$ cat src/rtl/printer_job_arbiter.sv
// Round-robin arbiter sharing one printer engine: page counting, start/page-done handshake, fault stall.
// Optional watchdog abort per page enabled by defining PRINTER_ARB_TIMEOUT_EN.
module printer_job_arbiter #(
    parameter int N_REQ       = 4,
    parameter int PAGE_W      = 8,
    parameter int TIMEOUT_CYC = 255
) (
    input  logic                      clk,
    input  logic                      rst_n,
    input  logic [N_REQ-1:0]          req,
    input  logic [N_REQ*PAGE_W-1:0]   req_pages,
    input  logic                      eng_page_done,
    input  logic                      paper_out,
    input  logic                      jam,
    input  logic                      toner_low,
    output logic [N_REQ-1:0]          gnt,
    output logic                      eng_start,
    output logic [N_REQ-1:0]          done,
    output logic                      job_abort,
    output logic [PAGE_W-1:0]         pages_left,
    output logic                      busy,
    output logic                      stalled,
    output logic                      timeout_flag
);

    localparam int IDX_W = $clog2(N_REQ);

    typedef enum logic [2:0] {
        IDLE,
        GRANT,
        START,
        PRINT,
        HOLD,
        DONE
    } state_t;

    state_t              state_q, state_d;
    logic [IDX_W-1:0]    owner_q, owner_d;
    logic [IDX_W-1:0]    ptr_q, ptr_d;
    logic [PAGE_W-1:0]   pages_q, pages_d;
    logic                page_end_q, page_end_d;
    logic [N_REQ-1:0]    gnt_q, gnt_d;
    logic                eng_start_q, eng_start_d;
    logic [N_REQ-1:0]    done_q, done_d;
    logic                abort_q, abort_d;
    logic                busy_q, busy_d;
    logic                stalled_q, stalled_d;

    logic                fault;
    logic                owner_req;
    logic                found;
    logic [IDX_W-1:0]    pick;
    logic [IDX_W-1:0]    owner_next;
    int unsigned         rr_idx;

`ifdef PRINTER_ARB_TIMEOUT_EN
    localparam int WD_W = $clog2(TIMEOUT_CYC + 1);
    logic [WD_W-1:0]     wdog_q, wdog_d;
    logic                tflag_q, tflag_d;
    assign timeout_flag = tflag_q;
`else
    assign timeout_flag = 1'b0;
`endif

    // toner_low is a warning consumed elsewhere; it never influences arbitration.
    logic unused_inputs;
    assign unused_inputs = toner_low ^ (TIMEOUT_CYC == 0);

    assign fault      = paper_out | jam;
    assign owner_req  = req[owner_q];
    assign owner_next = (owner_q == IDX_W'(N_REQ - 1)) ? '0 : owner_q + 1'b1;

    always_comb begin
        found  = 1'b0;
        pick   = '0;
        rr_idx = 0;
        for (int unsigned i = 0; i < N_REQ; i++) begin
            rr_idx = (i + 32'(ptr_q)) % 32'(N_REQ);
            if (!found && req[IDX_W'(rr_idx)]) begin
                found = 1'b1;
                pick  = IDX_W'(rr_idx);
            end
        end
    end

    always_comb begin
        state_d    = state_q;
        owner_d    = owner_q;
        ptr_d      = ptr_q;
        pages_d    = pages_q;
        page_end_d = 1'b0;
        gnt_d      = gnt_q;
        abort_d    = 1'b0;
`ifdef PRINTER_ARB_TIMEOUT_EN
        wdog_d     = wdog_q;
        tflag_d    = tflag_q;
`endif
        case (state_q)
            IDLE: begin
                if (found && !fault) begin
                    state_d      = GRANT;
                    owner_d      = pick;
                    gnt_d        = '0;
                    gnt_d[pick]  = 1'b1;
                    pages_d      = req_pages[32'(pick)*PAGE_W +: PAGE_W];
`ifdef PRINTER_ARB_TIMEOUT_EN
                    tflag_d      = 1'b0;
`endif
                end
            end
            GRANT: state_d = (pages_q == '0) ? DONE : START;
            START: begin
                state_d = PRINT;
`ifdef PRINTER_ARB_TIMEOUT_EN
                wdog_d  = '0;
`endif
            end
            PRINT: begin
                // The decrement lands one edge before the decision so the decision sees the new count.
                if (page_end_q) begin
                    if (pages_q == '0) begin
                        state_d = DONE;
                    end else if (!owner_req) begin
                        state_d = IDLE;
                        abort_d = 1'b1;
                    end else if (fault) begin
                        state_d = HOLD;
                    end else begin
                        state_d = START;
                    end
                end else if (eng_page_done) begin
                    pages_d    = pages_q - 1'b1;
                    page_end_d = 1'b1;
`ifdef PRINTER_ARB_TIMEOUT_EN
                end else if (wdog_q == WD_W'(TIMEOUT_CYC - 1)) begin
                    state_d = IDLE;
                    abort_d = 1'b1;
                    tflag_d = 1'b1;
                end else begin
                    wdog_d  = wdog_q + 1'b1;
`endif
                end
            end
            HOLD: begin
                if (!owner_req) begin
                    state_d = IDLE;
                    abort_d = 1'b1;
                end else if (!fault) begin
                    state_d = START;
                end
            end
            DONE: begin
                state_d = IDLE;
                gnt_d   = '0;
                ptr_d   = owner_next;
            end
            default: state_d = IDLE;
        endcase

        if (abort_d) begin
            gnt_d = '0;
            ptr_d = owner_next;
        end

        eng_start_d = (state_d == START);
        done_d      = (state_d == DONE) ? gnt_q : '0;
        busy_d      = (state_d != IDLE);
        stalled_d   = (state_d == HOLD);
    end

    always_ff @(posedge clk or negedge rst_n) begin
        if (!rst_n) begin
            state_q     <= IDLE;
            owner_q     <= '0;
            ptr_q       <= '0;
            pages_q     <= '0;
            page_end_q  <= 1'b0;
            gnt_q       <= '0;
            eng_start_q <= 1'b0;
            done_q      <= '0;
            abort_q     <= 1'b0;
            busy_q      <= 1'b0;
            stalled_q   <= 1'b0;
`ifdef PRINTER_ARB_TIMEOUT_EN
            wdog_q      <= '0;
            tflag_q     <= 1'b0;
`endif
        end else begin
            state_q     <= state_d;
            owner_q     <= owner_d;
            ptr_q       <= ptr_d;
            pages_q     <= pages_d;
            page_end_q  <= page_end_d;
            gnt_q       <= gnt_d;
            eng_start_q <= eng_start_d;
            done_q      <= done_d;
            abort_q     <= abort_d;
            busy_q      <= busy_d;
            stalled_q   <= stalled_d;
`ifdef PRINTER_ARB_TIMEOUT_EN
            wdog_q      <= wdog_d;
            tflag_q     <= tflag_d;
`endif
        end
    end

    assign gnt        = gnt_q;
    assign eng_start  = eng_start_q;
    assign done       = done_q;
    assign job_abort  = abort_q;
    assign pages_left = pages_q;
    assign busy       = busy_q;
    assign stalled    = stalled_q;

endmodule

$ cat config.mk
export PLATFORM = sky130hd
export DESIGN_NAME = printer_job_arbiter
export DESIGN_NICKNAME = d
export VERILOG_FILES = /design/src/rtl/printer_job_arbiter.sv
export SDC_FILE = /design/constraint.sdc
export NUM_CORES = 1
export LEC_CHECK = 0
export ABC_AREA = 1
export CORE_ASPECT_RATIO = 0.7
export CORE_MARGIN = 2
export CORE_UTILIZATION = 40
export CTS_CLUSTER_SIZE = 24
export DETAILED_ROUTE_END_ITERATION = 7
export PLACE_DENSITY = 0.73
export SKIP_CTS_REPAIR_TIMING = 1
export SLEW_MARGIN = 30
export SYNTH_ARGS = -nofsm -noshare
export SYNTH_HDL_FRONTEND = slang
export SYNTH_SLANG_ARGS = --single-unit
$ cat constraint.sdc
create_clock -name clk -period 1.8 [get_ports clk]
set_input_delay 0.36 -clock clk [delete_from_list [all_inputs] [get_ports clk]]
set_output_delay 0.36 -clock clk [all_outputs]
set_load 0.1 [all_outputs]
## Yosys cells after proc, flatten, opt, wreduce, memory -nomap -nowiden

Cells that the tools add are included.
W data, S select, Z words.

| storage, ports and cells | value |
|---|---|
| input port bits | 42 |
| bits in registers | 28 |
| word-level logic and storage cells | 103 |

| cells by class | value |
|---|---|
| order comparisons | 7 |
| add/subtract/negate cells | 5 |
| eq/ne operators | 13 |
| bitwise operators | 1 |
| multiplexer cells | 47 |
| shift operators | 1 |
| reductions and logical operators | 18 |

Operators with widths:

| operator | count |
|---|---|
| $shiftx A32 B6 Y8 | 1 |
| $mux W3 | 8 |
| $mux W8 | 3 |
| $lt A2 B3 Y1 const B | 6 |
| $mux W1 | 16 |
| $pmux W8 S2 | 1 |
| $pmux W3 S5 | 1 |
| $mux W2 | 7 |
| $eq A3 B3 Y1 const B | 4 |
| $mux W4 | 3 |
| $bmux W1 S2 | 5 |
| $eq A3 B2 Y1 const B | 3 |
| $logic_not A8 Y1 | 1 |
| $pmux W4 S2 | 1 |
| $sub A8 B1 Y8 const B | 1 |
| $ne A2 B2 Y1 const B | 3 |
| $reduce_bool A3 Y1 | 2 |
| $logic_and A1 B1 Y1 | 5 |
| $add A2 B2 Y2 const A | 2 |
| $logic_not A1 Y1 | 4 |
| $reduce_and A2 Y1 | 2 |
| $reduce_and A4 Y1 | 1 |
| $reduce_bool A2 Y1 | 2 |
| $eq A3 B1 Y1 const B | 1 |
| 9 further kinds | 9 |

## Longest topological paths before layout

Gate-level depths: netlist of the first run.

| depth | value |
|---|---|
| depth after elaboration | 19 |
| gate-level depth with buffers | 16 |
| depth with buffers taken out | 16 |

## Worst setup path after synthesis of the first run

No wires, ideal clock.

| timing | value |
|---|---|
| kind | reg-to-reg |
| start point | register pages_q[0], in the netlist pages_left[0] |
| end point | register gnt_q[0], in the netlist gnt[0] |
| setup slack | -476 ps |
| arrival | 2194 ps |
| stages on the path, launching flop included | 12 |
| path buffers | 0 |
| period minus slack after synthesis | 2276 ps |
| cells stage by stage | dfrtp_1 -> inv_1 -> ha_1 -> inv_1 -> nor4_1 -> o21ai_0 -> nand2_1 -> nand2_1 -> inv_1 -> nand2_1 -> nand2_1 -> o22ai_1 |

| on the way | value |
|---|---|
| longest elaborated chain between the ends | 6 |
| elaborated cells between the ends (all ways) | 8 |

RTL lines:

| what | line | text |
|---|---|---|
| from (decl) | 40 | `logic [PAGE_W-1:0] pages_q, pages_d;` |
| from (signal assigned) | 192 | `pages_q <= pages_d;` |
| $logic_not A8 Y1 (*) | 121 | `if (pages_q == '0) begin` |
| $mux W1 (*) | 121 |  |
| $mux W1 (*) | 120 | `if (page_end_q) begin` |
| $pmux W1 S2 (*) | 98 | `case (state_q)` |
| $ne A3 B3 Y1 (no line) / $reduce_bool A3 Y1 (equally long branches) | n/a |  |
| $reduce_and A2 Y1 (no line) | n/a |  |
| to (signal assigned) | 194 | `gnt_q <= gnt_d;` |
| to (decl) | 42 | `logic [N_REQ-1:0] gnt_q, gnt_d;` |

Every way passes the cells marked *; elsewhere a longest branch is shown, timed or not.
A chain may end at the register's enable or synchronous reset.

## Final worst setup path of the first run

| timing | value |
|---|---|
| start point | input port req[2] |
| end point | register pages_q[5], in the netlist pages_left[5] |

| on the way | value |
|---|---|
| longest elaborated chain between the ends | 15 |
| elaborated cells between the ends (all ways) | 28 |

RTL lines:

| what | line | text |
|---|---|---|
| from (decl) | 10 | `input logic [N_REQ-1:0] req,` |
| $bmux W1 S2 | 79 | `if (!found && req[IDX_W'(rr_idx)]) begin` |
| $mux W1 (implied by the code) | 79 |  |
| $mux W1 | 79 |  |
| $logic_not A1 Y1 | 79 |  |
| $logic_and A1 B1 Y1 | 79 |  |
| $mux W1 | 79 |  |
| $logic_not A1 Y1 | 79 |  |
| $logic_and A1 B1 Y1 | 79 |  |
| $mux W1 | 79 |  |
| $logic_not A1 Y1 | 79 |  |
| $logic_and A1 B1 Y1 | 79 |  |
| $mux W2 / $mux W1 (equally long branches) | 79 |  |
| $shiftx A32 B6 Y8 / $logic_and A1 B1 Y1 (equally long branches) | 105, 100 |  |
| $mux W8 / $ne A2 B2 Y1 (equally long branches) | n/a |  |
| $pmux W8 S2 / $reduce_and A4 Y1 (equally long branches) | n/a |  |

Several ways; a longest one is shown, not always the timed one. The select of a mux whose other input is x is not followed.

==> results of run 1 <==
-- cell usage in the layout, fill, tap and decap left out, types with 3 or more instances in the layout --
cell type and count:
nand2_1 91, inv_1 39, clkdlybuf4s50_1 39, buf_4 32, nand3_1 27, buf_12 22, nand2_2 19, dfrtp_1 19
nand2_4 15, nor2_1 13, a21oi_1 10, inv_2 8, nor2_2 6, nand3_2 6, o21ai_1 6, buf_6 6
inv_4 5, nor3_1 5, dfrtp_2 5, o21ai_0 4, a21oi_2 4, dfrtp_4 4, clkbuf_8 3
-- power breakdown --
part | switching [mW] | leakage (nW) | internal (mW)
combinational | 3.73 | 1.45 | 2.50
clock | 0.213 | 0.0357 | 0.298
sequential | 0.312 | 0.342 | 0.894
-- state kept, by name (all words and copies together) (netlist names) --
signal,flops
ptr_q,2
eng_start,1
job_abort,1
owner_q,2
page_end_q,1
state_q,3
gnt,4
done,4
pages_left,8
busy,1
stalled,1
-- final cells by class --
type / instances / area [sq um] / share of cell area [%]
Tap cell: 69 / 86.3 / 2.37
Clock buffer: 3 / 41.3 / 1.14
Inverter: 53 / 215 / 5.92
Timing Repair Buffer: 103 / 1210 / 33.2
Multi-Input combinational cell: 229 / 1330 / 36.5
Sequential cell: 28 / 722 / 19.9
Clock inverter: 1 / 30.0 / 0.826
Timing Repair inverter: 1 / 7.51 / 0.206
-- final timing paths --
kind | start | end | cells past startpoint
min in group clk | gnt[1]$_DFFE_PN0P_ | done[1]$_DFF_PN0_ | 2
setup / recovery | req[2] | pages_left[5]$_DFFE_PN0P_ | 15
max in group asynchronous | rst_n | pages_left[0]$_DFFE_PN0P_ | 2
hold / removal | rst_n | done[1]$_DFF_PN0_ | 2
hold reg to reg | gnt[1]$_DFFE_PN0P_ | done[1]$_DFF_PN0_ | 2
setup reg to reg | ptr_q[0]$_DFFE_PN0P_ | stalled$_DFF_PN0_ | 13
-- per-stage QoR --
stage,instances,worst slack [ns]
5_1_grt,487,-0.309
4_1_cts,471,-0.191
3_5_place_dp,467,-0.474
3_3_place_gp,467,-0.391
2_1_floorplan,315,-0.0544
6_report,487,-0.155
-- routing by layer --
layer / GRT usage (%) / vias to the layer above
li1: - / 1196
met3: 4.06 / 11
met4: 4.48 / 0
met5: 0 / -
met2: 33.8 / 76
met1: 29.1 / 1108
-- worst register-to-register path, stage by stage (launching register included) --
cell	delay [ns]
dfrtp_2	0.48
buf_12	0.16
nand2_4	0.07
nand2_4	0.07
nand2_4	0.08
nand2_4	0.05
nor2_4	0.15
nand3_4	0.12
nand2_2	0.10
inv_2	0.04
nand2_4	0.10
o211ai_1	0.19
buf_4	0.18
nor2_1	0.07
-- cell families (layout without fill, tap and decap cells) --
group,Yosys count,in the layout
and+or+nand+nor,188,188
buffers and inverters,58,161
AOI/OAI and AO/OA,35,35
DFF,28,28
adders and majority gates,3,3
xor gates and xnor gates,2,2
other,1,1
==> metrics.md, run 1 <==
| Metric | Value |
|---|---|
| H-tree depth | `1` |
| Synth cell types | `32` |
| Slowest Stage Delay on Critical Path | `0.51 ns` |
| Initial antenna violation count | `0` |
| Final Worst Setup Slack | `-0.155 ns` |
| RSZ-0062 raised after global routing | `yes` |
| WHS | `0.453 ns` |
| Max layer used | `met4` |
| Status | `finished with violations` |
| Final min period | `1.95 ns` |
| I/O pins | `63` |
| Multiplexer area fraction after synthesis | `0%` |
| CP Buf/Inv Count | `5` |
| PwrDens | `2190 nW/um^2` |
| Max Cap Viol | `0` |
| Cells after synthesis | `315` |
| Antenna Cells | `0` |
| Dpl cell area | `3160 sq um` |
| Area Overhead vs Synth | `78.7%` |
| Num CTS Buffers | `3` |
| Via/cell ratio | `4.91` |
| Die H | `63.7 microns` |
| Post-synthesis simple-gate area fraction | `40.6%` |
| Final Max Tran Viols | `0` |
| Clock sinks | `28` |
| Root buffer cell | `clkbuf_8` |
| Die W | `89.2 microns` |
| Synth Net Count | `360` |
| Post-layout util | `75.2%` |
| Port Buffers | `60` |
| WS Path Type | `in2reg` |
| Final-report hold violation count | `0` |
| Most numerous cell in the Yosys netlist | `nand2_1` |
| Largest net degree at the start of global routing | `29` |
| Period utilisation layout | `109%` |
| Post-synth EDFFs | `0` |
| Max Buffers Root-to-Sink | `2` |
| Final Setup Violations | `21` |
| Via Count | `2,391` |
| Row count | `21` |
| XOR/XNOR Fraction of Synth Area | `0.861%` |
| NumNets Final | `464` |
| Antenna-violating nets left | `0` |
| Routed Wire Length | `6.27 mm` |
| Largest family of logic cells by synthesized area | `simple AND/OR/NAND/NOR gates` |
| Total Routing Usage GR | `21.0%` |
| Routed wl met3 | `345 microns` |
| Top cell type's share of synthesized area | `34.4%` |
| Fin area | `3640 sq um` |
| Synth warn | `0` |
| Wire per inst | `12.9 microns` |
| Worst EP arrival | `2.18 ns` |
| CP Max Fanout | `6` |
| CTS tree | `done` |
| Metal-1 WL | `2.89 mm` |
| Startpoint Class | `input port` |
| Sequential fraction of the synthesis area | `34.4%` |
| Synthesis-stage register bit count | `28` |
| Slowest-stage cell, CP | `clkdlybuf4s50_1` |
| Initial DRC Count | `113` |
| Fmax achieved | `0.512 GHz` |
| DR pass1 iterations | `7` |
| Syn_area_per_cell | `6.46 sq um` |
| Area of the core | `4830 sq um` |
| Post-layout power | `7.95 mW` |
| Maximum VDD drop | `1760 uV` |
| Leakage | `1.83 nW` |
| Worst-Skew Late Latency | `0.28 ns` |
| Setup TNS | `-2.19 ns` |
| Gpl congestion | `0.868` |
| Clock-pin slew on the worst setup and hold paths | `0.10 ns` |
| R2r setup slk | `-0.14 ns` |
| Top_reg_cell synth | `dfrtp_1` |
| Setup crit end kind | `flip-flop` |
| Adder-Cell Fraction of Synth Area | `1.85%` |
| Most frequent CP cell | `nand2_1` |
| Met2 wire length | `2.96 mm` |
| Post-synth top cells | `119 x nand2_1, 48 x inv_1, 33 x nand3_1` |
| Cell area after synthesis | `2030 sq um` |
| Skew final | `0.00416 ns` |
| HP Class | `in2async` |
| Compound-Gate Fraction of Synth Area | `10.0%` |
| Worst path cell trace | `clkdlybuf4s50_1, inv_2, nand2_1, nand2_2, nand2_1, o21ai_1, nand3_4, nand2_2, inv_2, nand2_4, buf_4, buf_4, a32oi_2, nand2_1, nand2_1` |
| Failing checks | `negative setup slack` |
| WP data required | `2.02 ns` |
| Gr ovfl total | `0` |
| Post-synth ARST share | `100%` |
| Vias in the first global route | `2,158` |
| Fillers | `336` |
| First-pass GRT wire length | `9.48 mm` |
| Layout cells sized above 1 | `36.4%` |
| Initial core utilization | `42.1%` |
| HPWL after DPL | `4.47 mm` |
| Synth area leaders | `dfrtp_1 34%, nand2_1 22%, inv_1 8.9%, nand3_1 8.1%, nor2_1 3.1%` |
| Die ar. | `5680 sq um` |
| Area leader, netlist | `dfrtp_1` |
| DRC Markers | `0` |
| Crit path max-delay family | `buffers and inverters` |
(Power assumes the default switching activity.)
==> run 2, diff against run 1 <==
--- a/config.mk
+++ b/config.mk
@@ -11,7 +11,7 @@
 export CORE_UTILIZATION = 40
 export CTS_CLUSTER_SIZE = 24
 export DETAILED_ROUTE_END_ITERATION = 7
-export PLACE_DENSITY = 0.73
+export PLACE_DENSITY = 0.75
 export SKIP_CTS_REPAIR_TIMING = 1
 export SLEW_MARGIN = 30
 export SYNTH_ARGS = -nofsm -noshare
==> run 2 against run 1 <==
  * Highest routed layer unchanged
  * Count of clock-buffer cells in the layout unchanged
  * Register-to-register slack got worse by 0.04 ns
  * The run still ends with negative setup slack left
  * Utilization decreased by 1.6 points
  * Worst setup slack got worse by 0.026 ns
==> metrics.md, run 2 (synthesized netlist as in run 1, its figures left out) <==
| Metric | Value |
|---|---|
| Number of flip-flops in the largest register | `8` |
| Via/cell ratio | `4.82` |
| Wire per inst | `12.1 microns` |
| Most common cell after layout, fill and taps aside | `nand2_1` |
| Num CTS Buffers | `3` |
| RSZ-0062 raised after global routing | `yes` |
| Gpl congestion | `0.880` |
| DRC Markers | `0` |
| Worst-Skew Late Latency | `0.27 ns` |
| Layout cells sized above 1 | `36.1%` |
| Failing checks | `negative setup slack` |
| NumNets Final | `461` |
| I/O pins | `63` |
| First-pass GRT wire length | `9.12 mm` |
| WHS | `0.457 ns` |
| WS Path Type | `reg2reg` |
| Via Count | `2,334` |
| Largest net degree at the start of global routing | `29` |
| Area Overhead vs Synth | `74.8%` |
| Fmax achieved | `0.505 GHz` |
| H-tree depth | `1` |
| CP Max Fanout | `9` |
| Max Cap Viol | `0` |
| Die ar. | `5680 sq um` |
| CTS tree | `done` |
| Slowest-stage cell, CP | `dfrtp_1` |
| Die W | `89.2 microns` |
| Startpoint Class | `flip-flop` |
| Vias in the first global route | `2,081` |
| WP data required | `2.01 ns` |
| Worst path cell trace | `buf_6, nand2_1, nand2_2, buf_4, nand2_1, o21ai_1, nand3_1, nand3_1, nand2_2, buf_4, nand3_2, nand2_2, nand2_1, a21oi_2` |
| Initial DRC Count | `99` |
| Final Max Tran Viols | `0` |
| R2r setup slk | `-0.18 ns` |
| Die H | `63.7 microns` |
| HPWL after DPL | `4.36 mm` |
| Initial antenna violation count | `0` |
| Gr ovfl total | `0` |
| Slowest Stage Delay on Critical Path | `0.45 ns` |
| Commonest cells after routing, fill and taps aside | `81 x nand2_1, 42 x inv_1, 38 x clkdlybuf4s50_1` |
| Area of the core | `4830 sq um` |
| Root buffer cell | `clkbuf_8` |
| Final-report hold violation count | `0` |
| Final Setup Violations | `17` |
| Max Buffers Root-to-Sink | `2` |
| Clock sinks | `28` |
| Final min period | `1.98 ns` |
| DR pass1 iterations | `5` |
| Initial core utilization | `42.1%` |
| Row count | `21` |
| Skew final | `0.00361 ns` |
| Port Buffers | `60` |
| Routed Wire Length | `5.84 mm` |
| Final Worst Setup Slack | `-0.180 ns` |
| Antenna-violating nets left | `0` |
| Total Routing Usage GR | `20.1%` |
| Status | `finished with violations` |
| Period utilisation layout | `110%` |
| Clock-pin slew on the worst setup and hold paths | `0.10 ns` |
| Antenna Cells | `0` |
| Worst EP arrival | `2.19 ns` |
| HP Class | `in2async` |
| Setup crit end kind | `flip-flop` |
==> run 2: cell count changes in the layout (fill, tap and decap cells not counted), moves of 3 or more <==
cell     before  now
nand2_2      19   31
nand2_1      91   81
buf_4        32   36
buf_6         6    2
nand3_1      27   23
nand3_2       6   10
o21ai_0       4    8
inv_1        39   42
nor2_1       13   16
nor2_2        6    3
o21ai_1       6    3
==> run 2: cell type report <==
class	instances	area, sq um
clock buffer	3	41.3
clock inverter	1	30.0
fill	384	1280
inverter	53	213
multi-input combinational	229	1320
sequential	28	719
tap	69	86.3
timing repair buffer	100	1140
timing repair inverter	1	5.00
==> run 2: worst max-delay path, delay by kind of cell, from the launching register on <==
family | cells | cell delay (ns)
compound gates | 2 | 0.18
buf+inv | 3 | 0.52
flops | 1 | 0.45
simple gates | 9 | 0.75
==> run 2: worst paths after layout <==
path / to / from / depth (start not counted)
max reg2reg: pages_left[6]$_DFFE_PN0P_ / ptr_q[0]$_DFFE_PN0P_ / 14
min reg2reg: done[0]$_DFF_PN0_ / gnt[0]$_DFFE_PN0P_ / 2
max: pages_left[6]$_DFFE_PN0P_ / ptr_q[0]$_DFFE_PN0P_ / 14
min in group clk: done[0]$_DFF_PN0_ / gnt[0]$_DFFE_PN0P_ / 2
min: ptr_q[0]$_DFFE_PN0P_ / rst_n / 2
max in group asynchronous: pages_left[3]$_DFFE_PN0P_ / rst_n / 2
==> run 2: through the flow <==
step                      setup TNS (ns)  instances  util (%)  instance area, sq um  setup slack [ns]
final                              -1.71        484      73.6                  3560            -0.180
after global routing               -4.00        484      73.6                  3560            -0.303
after CTS                          -2.28        473      66.9                  3240            -0.217
after detailed placement           -7.54        469      65.5                  3160            -0.496
after global placement             -6.77        469      65.5                  3160            -0.437
after floorplan                   -0.133        315         -                  2090           -0.0544
==> run 2: routing by layer <==
metal | track usage, % | share of wire [%] | vias to the layer above
li1 | - | - | 1191
met1 | 30.0 | 47 | 1053
met2 | 31.0 | 45 | 86
met3 | 4.46 | 6.7 | 4
met4 | 1.31 | 0.82 | 0
met5 | 0 | 0 | -
Power of run 2 is not shown: default switching activity piles up to over one toggle a cycle in this logic, so the estimate is an artifact.
==> run 3, diff against run 2 <==
--- a/config.mk
+++ b/config.mk
@@ -7,10 +7,11 @@
 export LEC_CHECK = 0
 export ABC_AREA = 1
 export CORE_ASPECT_RATIO = 0.7
-export CORE_MARGIN = 2
+export CORE_MARGIN = 4
 export CORE_UTILIZATION = 40
 export CTS_CLUSTER_SIZE = 24
 export DETAILED_ROUTE_END_ITERATION = 7
+export HOLD_SLACK_MARGIN = 0.02
 export PLACE_DENSITY = 0.75
 export SKIP_CTS_REPAIR_TIMING = 1
 export SLEW_MARGIN = 30
==> run 3 against run 2 <==
  * The flow still finishes with violations (negative setup slack)
  * Global-route usage fell by 1.9 points
  * Design area fell by 1.8%
  * Final cell count rose by 0.62%
  * Non-clock buffer count rose by 3
  * Critical path depth did not move
  * Die area rose by 11%
  * Worst hold slack got worse by 0.0032 ns
  * Fmax rose by 0.28%
  * Critical endpoint is now pages_left[7]$_DFFE_PN0P_
==> metrics.md, run 3 (synthesized netlist as in run 1, its figures left out) <==
| Metric | Value |
|---|---|
| Worst path cell trace | `buf_4, nand2_1, nand2_1, nand2_2, nand2_2, nor2_4, nand4_1, nand2_4, buf_12, clkinvlp_4, nand2_1, nand2_1, nand2_1, a21oi_2` |
| Max Buffers Root-to-Sink | `2` |
| Num CTS Buffers | `3` |
| Die W | `93.2 microns` |
| Via/cell ratio | `4.86` |
| Area Overhead vs Synth | `71.6%` |
| Final Max Tran Viols | `0` |
| Startpoint Class | `flip-flop` |
| PwrDens | `2170 nW/um^2` |
| Initial core utilization | `41.9%` |
| HPWL after DPL | `4.58 mm` |
| Final Worst Setup Slack | `-0.175 ns` |
| Vias in the first global route | `2,164` |
| RSZ-0062 raised after global routing | `yes` |
| Switching share of total power | `53.2%` |
| Slowest Stage Delay on Critical Path | `0.47 ns` |
| Number of flip-flops in the largest register | `8` |
| P_int | `3.54 mW` |
| Worst EP arrival | `2.14 ns` |
| Initial antenna violation count | `0` |
| NumNets Final | `464` |
| Wire per inst | `12.5 microns` |
| First-pass GRT wire length | `9.43 mm` |
| Clock power frac | `6.5%` |
| Crit path max-delay family | `simple AND/OR/NAND/NOR gates` |
| Crit Reg-Reg Startpoint | `ptr_q[0]$_DFFE_PN0P_` |
| Fin area | `3490 sq um` |
| WP data required | `1.97 ns` |
| Failing checks | `negative setup slack` |
| Reg2Reg Depth | `14` |
| R2r setup slk | `-0.17 ns` |
| CP Depth | `14` |
| Fillers | `354` |
| Antenna Cells | `0` |
| Final min period | `1.97 ns` |
| Port Buffers | `60` |
| Antenna-violating nets left | `0` |
| Pre-CTS WS | `-0.479 ns` |
| Row count | `21` |
| DRC Markers | `0` |
| FF-to-FF End | `pages_left[7]$_DFFE_PN0P_` |
| Largest net degree at the start of global routing | `29` |
| Total Routing Usage GR | `18.2%` |
| HP Class | `in2async` |
| Setup crit end kind | `flip-flop` |
| WS Path Type | `reg2reg` |
| Commonest cells after routing, fill and taps aside | `101 x nand2_1, 40 x inv_1, 38 x clkdlybuf4s50_1` |
| Routed Wire Length | `6.11 mm` |
| Dpl cell area | `3170 sq um` |
| Leakage | `1.78 nW` |
| Via Count | `2,368` |
| Area of the core | `4860 sq um` |
| CTS tree | `done` |
| Sequential power share | `15.2%` |
| DR pass1 iterations | `6` |
| Most frequent CP cell | `nand2_1` |
| Status | `finished with violations` |
| Period utilisation layout | `110%` |
| Skew final | `0.00597 ns` |
| Layout cells sized above 1 | `31.6%` |
| Clock-pin slew on the worst setup and hold paths | `0.10 ns` |
| Most common cell after layout, fill and taps aside | `nand2_1` |
| Initial DRC Count | `149` |
| Part of the power in combinational logic | `78.3%` |
| NetSw | `4.03 mW` |
| Die ar. | `6310 sq um` |
| Fmax achieved | `0.506 GHz` |
| Worst-Skew Late Latency | `0.27 ns` |
| CP Max Fanout | `4` |
| Max Cap Viol | `0` |
| Crit path to | `pages_left[7]$_DFFE_PN0P_` |
| Gr ovfl total | `0` |
| Gpl congestion | `0.956` |
| H-tree depth | `1` |
| Slowest-stage cell, CP | `dfrtp_2` |
| Die H | `67.7 microns` |
| CP Buf/Inv Count | `3` |
| CP Launch Point | `ptr_q[0]$_DFFE_PN0P_` |
| I/O pins | `63` |
| Final-report hold violation count | `0` |
| Final Setup Violations | `18` |
| Maximum VDD drop | `1480 uV` |
| Root buffer cell | `clkbuf_8` |
| Clock sinks | `28` |
-- run 3: changes by cell type in the layout (fill, tap and decap cells not counted), moves of 2 or more --
cell	before	now
nand2_1	81	101
nand3_1	23	28
nand2_4	13	5
inv_1	42	40
nand2_2	31	19
nand3_2	10	5
buf_6	2	6
-- run 3: layout make-up --
cell class                      instances  area [sq um]  area share, %
Timing Repair inverter                  1          7.51          0.215
Timing Repair Buffer                  103          1180           33.7
Tap cell                               69          86.3           2.47
Clock inverter                          1          30.0          0.860
Sequential cell                        28           721           20.6
Clock buffer                            3          41.3           1.18
Multi-Input combinational cell        229          1210           34.8
Inverter                               53           215           6.16
-- run 3: power by group through the flow --
stage	Combinational (mW)	Clock, mW	Sequential, mW
6_report	5.93	0.493	1.15
5_1_grt	6.44	0.528	1.19
4_1_cts	5.21	0.501	1.16
3_5_place_dp	5.18	0	1.17
3_3_place_gp	5.10	0	1.16
2_1_floorplan	2.40	0	2.12
-- run 3: through the flow --
stage          hold WS [ns]  util [%]  cells  total power, mW  TNS [ns]
5_1_grt               0.491      71.8    487             8.15     -4.76
3_3_place_gp          0.557      65.3    470             6.26     -6.68
4_1_cts               0.468      66.7    474             6.87     -2.30
2_1_floorplan        0.0644         -    315             4.52    -0.133
3_5_place_dp          0.578      65.3    470             6.35     -7.84
6_report              0.454      71.8    487             7.58     -2.03
-- run 3: metal layers --
metal  share of wire, %  GRT usage (%)
met1                 44           24.6
met2                 48           31.5
met3                8.0           4.23
met4               0.56          0.914
met5                  0              0
-- run 3: worst register-to-register path: cells and delay by family (launching register included) --
family,cells,cell delay (ns)
simple gates,10,0.97
buf+inv,3,0.37
compound gates,1,0.05
flops,1,0.47
-- run 3: worst min path at each step --
stage	from	endpoint	slack (ns)	cells after the start
2_1_floorplan	rst_n	busy$_DFF_PN0_	0.06	0
3_3_place_gp	pages_left[5]$_DFFE_PN0P_	pages_left[5]$_DFFE_PN0P_	0.56	2
3_5_place_dp	gnt[0]$_DFFE_PN0P_	done[0]$_DFF_PN0_	0.58	2
4_1_cts	rst_n	ptr_q[1]$_DFFE_PN0P_	0.47	2
5_1_grt	rst_n	ptr_q[1]$_DFFE_PN0P_	0.49	2
6_report	rst_n	job_abort$_DFF_PN0_	0.45	2
